## config.mk

```make
export PLATFORM = sky130hd
export DESIGN_NAME = ahb_write_scheduler
export DESIGN_NICKNAME = d
export VERILOG_FILES = /design/src/rtl/ahb_write_scheduler.sv
export SDC_FILE = /design/constraint.sdc
export NUM_CORES = 1
export LEC_CHECK = 0
export CAP_MARGIN = 0
export CORE_UTILIZATION = 30
export DETAILED_ROUTE_END_ITERATION = 12
export GPL_TIMING_DRIVEN = 0
export PLACE_DENSITY = 0.62
export SLEW_MARGIN = 40
export SYNTH_ARGS = -nofsm -noshare
export SYNTH_HDL_FRONTEND = slang
export SYNTH_SLANG_ARGS = --single-unit
export TNS_END_PERCENT = 50
```

## constraint.sdc

```tcl
create_clock -name HCLK -period 2.82 [get_ports HCLK]
set_input_delay 0.564 -clock HCLK [delete_from_list [all_inputs] [get_ports HCLK]]
set_output_delay 0.564 -clock HCLK [all_outputs]
set_load 0.01 [all_outputs]
```

## src/rtl/ahb_write_scheduler.sv

```systemverilog
`default_nettype none
// ============================================================================
// ahb_write_scheduler : issues each 128-bit cipher block as one AHB-Lite INCR4
//                       word write burst into a rolling destination window
// Revision 1.0
// ============================================================================
module ahb_write_scheduler #(
    parameter int AHB_BUS_SIZE = 32,
    parameter int WINDOW_BYTES = 256,
    parameter int CNT_W        = 16
) (
    input  logic                    HCLK,
    input  logic                    HRESET,
    input  logic [AHB_BUS_SIZE-1:0] destination,
    input  logic                    dest_updated,
    input  logic [127:0]            encr_text,
    input  logic                    text_valid,
    output logic                    text_ready,
    input  logic                    HREADY,
    input  logic                    HRESP,
    output logic [AHB_BUS_SIZE-1:0] HADDR,
    output logic                    HWRITE,
    output logic [2:0]              HSIZE,
    output logic [2:0]              HBURST,
    output logic [1:0]              HTRANS,
    output logic [AHB_BUS_SIZE-1:0] HWDATA,
    output logic                    busy,
    output logic                    blk_done,
    output logic                    bus_err,
    output logic [CNT_W-1:0]        blocks_written
);

    localparam int OFF_W = $clog2(WINDOW_BYTES);

    typedef enum logic [1:0] {
        S_IDLE = 2'd0,
        S_ADDR = 2'd1,
        S_LAST = 2'd2,
        S_ERR  = 2'd3
    } state_t;

    state_t                  state_q, state_d;
    logic [1:0]              beat_q, beat_d;
    logic [AHB_BUS_SIZE-1:0] base_q, base_d;
    logic [OFF_W-1:0]        offset_q, offset_d;
    logic [AHB_BUS_SIZE-1:0] addr_q, addr_d;
    logic [127:0]            block_q, block_d;
    logic [AHB_BUS_SIZE-1:0] shadow_q, shadow_d;
    logic                    pending_q, pending_d;
    logic [CNT_W-1:0]        cnt_q, cnt_d;
    logic                    blk_done_q, blk_done_d;
    logic                    bus_err_q, bus_err_d;

    // word0 sits in the top 32 bits, so word n is w_words[3-n]
    logic [3:0][31:0]        w_words;
    logic [1:0]              w_prev;

    assign w_words = block_q;
    assign w_prev  = beat_q - 2'd1;

    always_comb begin
        state_d    = state_q;
        beat_d     = beat_q;
        base_d     = base_q;
        offset_d   = offset_q;
        addr_d     = addr_q;
        block_d    = block_q;
        shadow_d   = shadow_q;
        pending_d  = pending_q;
        cnt_d      = cnt_q;
        blk_done_d = 1'b0;
        bus_err_d  = 1'b0;

        text_ready = 1'b0;
        HADDR      = '0;
        HWRITE     = 1'b0;
        HSIZE      = 3'b000;
        HBURST     = 3'b000;
        HTRANS     = 2'b00;
        HWDATA     = '0;

        if (state_q != S_IDLE && dest_updated) begin
            shadow_d  = destination;
            pending_d = 1'b1;
        end

        case (state_q)
            S_IDLE: begin
                text_ready = !HRESET && !dest_updated && !pending_q;
                if (dest_updated || pending_q) begin
                    base_d    = dest_updated ? destination : shadow_q;
                    offset_d  = '0;
                    pending_d = 1'b0;
                end else if (text_valid && text_ready) begin
                    block_d = encr_text;
                    addr_d  = base_q + AHB_BUS_SIZE'(offset_q);
                    beat_d  = 2'd0;
                    state_d = S_ADDR;
                end
            end
            S_ADDR: begin
                HADDR  = addr_q + AHB_BUS_SIZE'({beat_q, 2'b00});
                HWRITE = 1'b1;
                HSIZE  = 3'b010;
                HBURST = 3'b011;
                HTRANS = (beat_q == 2'd0) ? 2'b10 : 2'b11;
                if (beat_q != 2'd0) begin
                    HWDATA = AHB_BUS_SIZE'(w_words[2'd3 - w_prev]);
                end
                // beat 0 has no data phase yet, so an error cannot apply there
                if (beat_q != 2'd0 && HRESP && !HREADY) begin
                    state_d = S_ERR;
                end else if (HREADY) begin
                    if (beat_q == 2'd3) begin
                        state_d = S_LAST;
                    end else begin
                        beat_d = beat_q + 2'd1;
                    end
                end
            end
            S_LAST: begin
                HWDATA = AHB_BUS_SIZE'(w_words[0]);
                if (HRESP && !HREADY) begin
                    state_d = S_ERR;
                end else if (HREADY) begin
                    state_d    = S_IDLE;
                    offset_d   = offset_q + OFF_W'(16);
                    cnt_d      = cnt_q + CNT_W'(1);
                    blk_done_d = 1'b1;
                end
            end
            S_ERR: begin
                if (HREADY) begin
                    state_d   = S_IDLE;
                    bus_err_d = 1'b1;
                end
            end
            default: state_d = S_IDLE;
        endcase
    end

    always_ff @(posedge HCLK) begin
        if (HRESET) begin
            state_q    <= S_IDLE;
            beat_q     <= 2'd0;
            base_q     <= '0;
            offset_q   <= '0;
            addr_q     <= '0;
            block_q    <= '0;
            shadow_q   <= '0;
            pending_q  <= 1'b0;
            cnt_q      <= '0;
            blk_done_q <= 1'b0;
            bus_err_q  <= 1'b0;
        end else begin
            state_q    <= state_d;
            beat_q     <= beat_d;
            base_q     <= base_d;
            offset_q   <= offset_d;
            addr_q     <= addr_d;
            block_q    <= block_d;
            shadow_q   <= shadow_d;
            pending_q  <= pending_d;
            cnt_q      <= cnt_d;
            blk_done_q <= blk_done_d;
            bus_err_q  <= bus_err_d;
        end
    end

    assign busy           = (state_q != S_IDLE);
    assign blk_done       = blk_done_q;
    assign bus_err        = bus_err_q;
    assign blocks_written = cnt_q;

endmodule
`default_nettype wire

```

==> results of run 1 <==
==> path summary, 6_finish.rpt <==
check | slack [ns] | cells past startpoint | end
worst max-delay path | -0.29 | 9 | HADDR[20]
worst min-delay path | 0.44 | 2 | addr_q[1]
worst max register to register | 0.29 | 8 | block_q[23]
worst min register to register | 0.44 | 2 | addr_q[1]
==> worst max-delay path, stage by stage, from the launching register on <==
cell,delay [ns]
dfxtp_4,0.38
ha_4,0.14
fa_2,0.19
and4_1,0.21
buf_6,0.13
nand4_1,0.15
buf_4,0.18
or3_4,0.32
a21boi_2,0.15
buf_2,0.14
==> what timing repair did <==
item / 4_1_cts / 5_1_grt
pin swaps: 52 / 11
hold endpoints to repair: 0 / 0
gates cloned: 3 / 0
endpoints found under the setup margin: 66 / 59
setup buffers: 23 / 8
hold buffers: 0 / 0
gates resized for setup: 351 / 54
==> through the flow <==
step	area [µm²]	setup TNS, ns	setup WS (ns)
2_1_floorplan	11900	-1.34	-0.0492
3_3_place_gp	15100	-47.48	-1.52
3_5_place_dp	15100	-49.09	-1.52
4_1_cts	16500	-9.24	-0.271
5_1_grt	16700	-12.33	-0.403
6_report	16700	-7.72	-0.293
==> layout by cell type, fill, tap and decap left out, types with 9 or more instances in the layout <==
cell type / count
a211oi_1: 49
a21oi_1: 188
a22oi_2: 30
and2_1: 23
and3_1: 11
buf_2: 64
buf_4: 42
clkbuf_1: 66
clkbuf_16: 35
clkbuf_8: 11
clkdlybuf4s50_1: 188
dfxtp_1: 233
dfxtp_2: 10
dlygate4sd2_1: 10
ha_1: 9
mux2i_1: 32
mux4_2: 32
nand2_1: 358
nand3_1: 27
nand4_1: 18
nor2_1: 80
nor2b_1: 26
nor2b_2: 10
o21ai_0: 15
xnor2_1: 27
xor2_1: 26
==> cells by family (layout without fill, tap and decap cells) <==
kind of cell | Yosys count | count (layout) | synth area share [%]
AO/OA/AOI/OAI | 304 | 304 | 15.0
buffers and inverters | 129 | 465 | 4.61
XOR/XNOR | 57 | 57 | 4.21
flip-flops | 251 | 251 | 42.3
adder cells (fa/ha/maj) | 15 | 15 | 1.64
multiplexers | 64 | 64 | 8.77
AND/OR/NAND/NOR | 612 | 612 | 23.4
other | 1 | 9 | 0.0316
==> cell type report <==
| cell class | count | area (µm²) |
|---|---|---|
| inverter | 11 | 50.0 |
| sequential | 251 | 5070 |
| buffer | 116 | 692 |
| timing repair buffer | 287 | 2600 |
| multi-input combinational | 1055 | 6690 |
| clock buffer | 39 | 823 |
| clock inverter | 12 | 144 |
| fill | 3797 | 22100 |
| tap | 518 | 648 |
| antenna | 6 | 15.0 |
==> power groups by stage <==
stage,logic [mW],clock network (mW),registers [mW]
floorplan,1.47,0,4.19
global placement,2.38,0,4.26
detailed placement,2.42,0,4.28
CTS,2.60,3.87,4.22
global route,2.87,4.00,4.28
finish,2.65,3.82,4.23
==> sequential cells by signal, summed over array words and instances, names as in the netlist <==
signal and flops:
block_q 128, addr_q 32, base_q 32, shadow_q 32, blocks_written 16, offset_q 4, beat_q 2, state_q 2
blk_done 1, bus_err 1, pending_q 1
==> per-layer routing <==
metal  track usage [%]  vias to the layer above  wire length (µm)
li1                  -                     5544                 -
met1              27.3                     5489             19200
met2              32.9                      343             19800
met3              3.57                       82              2550
met4              7.52                        0              1350
met5                 0                        -                 0
==> key figures, run 1 <==
Run status
  • Status: complete, but fails checks
  • Failing checks: negative setup slack

Cells and area
  • Final nets: 1931
  • Layout Cells excl Fill: 2295
  • Finished Core Util: 43.1%
  • Share of layout cells above drive strength 1: 18.2%
  • Layout area overhead: 41.0%

Global route
  • Initial antenna violation count: 6
  • Grt total ovfl: 0
  • Global Route Usage Sum: 20.4%
  • Vias in the first global route: 10900
  • First-pass GRT wire length: 64.1 mm
  • Largest net degree at the start of global routing: 14

Placement
  • RePlAce Congestion: 0.867
  • PortBufs: 253
  • Hpwl dp: 31.8 mm
  • Cells after DPL: 2206

Logic synthesis
  • Number of synthesized flops with an enable pin: 0
  • Predominant post-synthesis flop cell: dfxtp_1
  • Post-synth design cell area: 11900 µm²
  • Share of flip-flops with an asynchronous set or reset: 0%
  • Synth top area cells: dfxtp_1 (42%), nand2_1 (11%), a21oi_1 (8.0%)
  • Syn Area/Cell: 8.28 µm²
  • Area leader, netlist: dfxtp_1
  • Seq/Total Area, Yosys: 42.3%
  • Most numerous cell in the Yosys netlist: nand2_1
  • Synth Register Bits: 251
  • YS warnings: 0
  • Post-synthesis cell count: 1433
  • Synth unique cells: 46
  • Area share of the largest cell type after synthesis: 42.3%
  • Top cell types by occurrence after synthesis: nand2_1 (359), dfxtp_1 (251), a21oi_1 (189)

Power and ir drop
  • Clock power frac: 35.7%
  • VDD IR max: 0.000467 V
  • Leak: 6.01 nW
  • Switching power: 3.31 mW
  • Gate power share: 24.8%
  • Int Power: 7.39 mW
  • Reg power frac: 39.6%
  • Pwr Total: 10.7 mW
  • PD cells: 639 nW/µm²
  • Sw Ratio: 30.9%

Critical path
  • Required @ worst endpoint: 2.26 ns
  • Critical path class: reg -> out
  • Crit start category: flop
  • Critical Path Source: addr_q[2]
  • Max FO, Critical Path: 7
  • Crit path DAT: 2.55 ns
  • Crit. End Element: output port
  • Reg2Reg Launch Point: state_q[1]

Min path
  • Hold path start: base_q[1]
  • Hold Crit Class: reg -> reg

STA
  • Minimum clock period: 3.11 ns
  • Setup violators final: 49
  • WHS: 0.437 ns
  • Final Hold Fails: 0
  • Slew @ Worst Pin: 0.751 ns
  • Max Clock Skew: 0.0213 ns
  • RSZ-0062 raised after global routing: yes
  • Max Freq: 0.321 GHz
  • Max transition margin: 50.0%
  • Max-slew violation count: 0
  • Final worst setup slack: -0.293 ns
  • Final period util: 110%

Route
  • Vias: 11500
  • Drt first pass iters: 5
  • Via-to-Cell Ratio: 4.99
  • Final wirelength: 42.9 mm
  • DRT antenna net count: 0
  • DR WL/cell: 18.7 µm
  • Remaining DRCs: 0
  • Initial DRC Count: 719

Clock network
  • CTS Root Cell: clkbuf_16
  • Clk sink count: 251
  • Worst-path clk slew: 0.06 ns
  • CTS buffer count: 28
  • Clock Latency Late Sink: 0.56 ns
  • H-tree depth: 1
  • CTS tree: built
  • CTS max path bufs: 3

Die
  • I/O pin cnt: 259
  • Core ar.: 38800 µm²
  • Starting Density: 30.6%
  • Row cnt: 72
  • Total die area: 40400 µm²
  • Die Ht: 201 µm
  • Die W: 201 µm

Job
  • Max-cap viol count: 0
No activity file was read; power rests on OpenSTA's default activity.
==> run 2, diff against run 1 <==
--- a/config.mk
+++ b/config.mk
@@ -5,10 +5,10 @@
 export SDC_FILE = /design/constraint.sdc
 export NUM_CORES = 1
 export LEC_CHECK = 0
-export CAP_MARGIN = 0
 export CORE_UTILIZATION = 30
 export DETAILED_ROUTE_END_ITERATION = 12
 export GPL_TIMING_DRIVEN = 0
+export HOLD_SLACK_MARGIN = 0.1
 export PLACE_DENSITY = 0.62
 export SLEW_MARGIN = 40
 export SYNTH_ARGS = -nofsm -noshare
==> results of run 2 <==
Final layout, timing and power as in run 1 (identical DEF).
==> run 3, diff against run 2 <==
--- a/config.mk
+++ b/config.mk
@@ -5,6 +5,7 @@
 export SDC_FILE = /design/constraint.sdc
 export NUM_CORES = 1
 export LEC_CHECK = 0
+export CAP_MARGIN = 20
 export CORE_UTILIZATION = 30
 export DETAILED_ROUTE_END_ITERATION = 12
 export GPL_TIMING_DRIVEN = 0
==> results of run 3 <==
Final layout, timing and power as in run 1 (identical DEF).
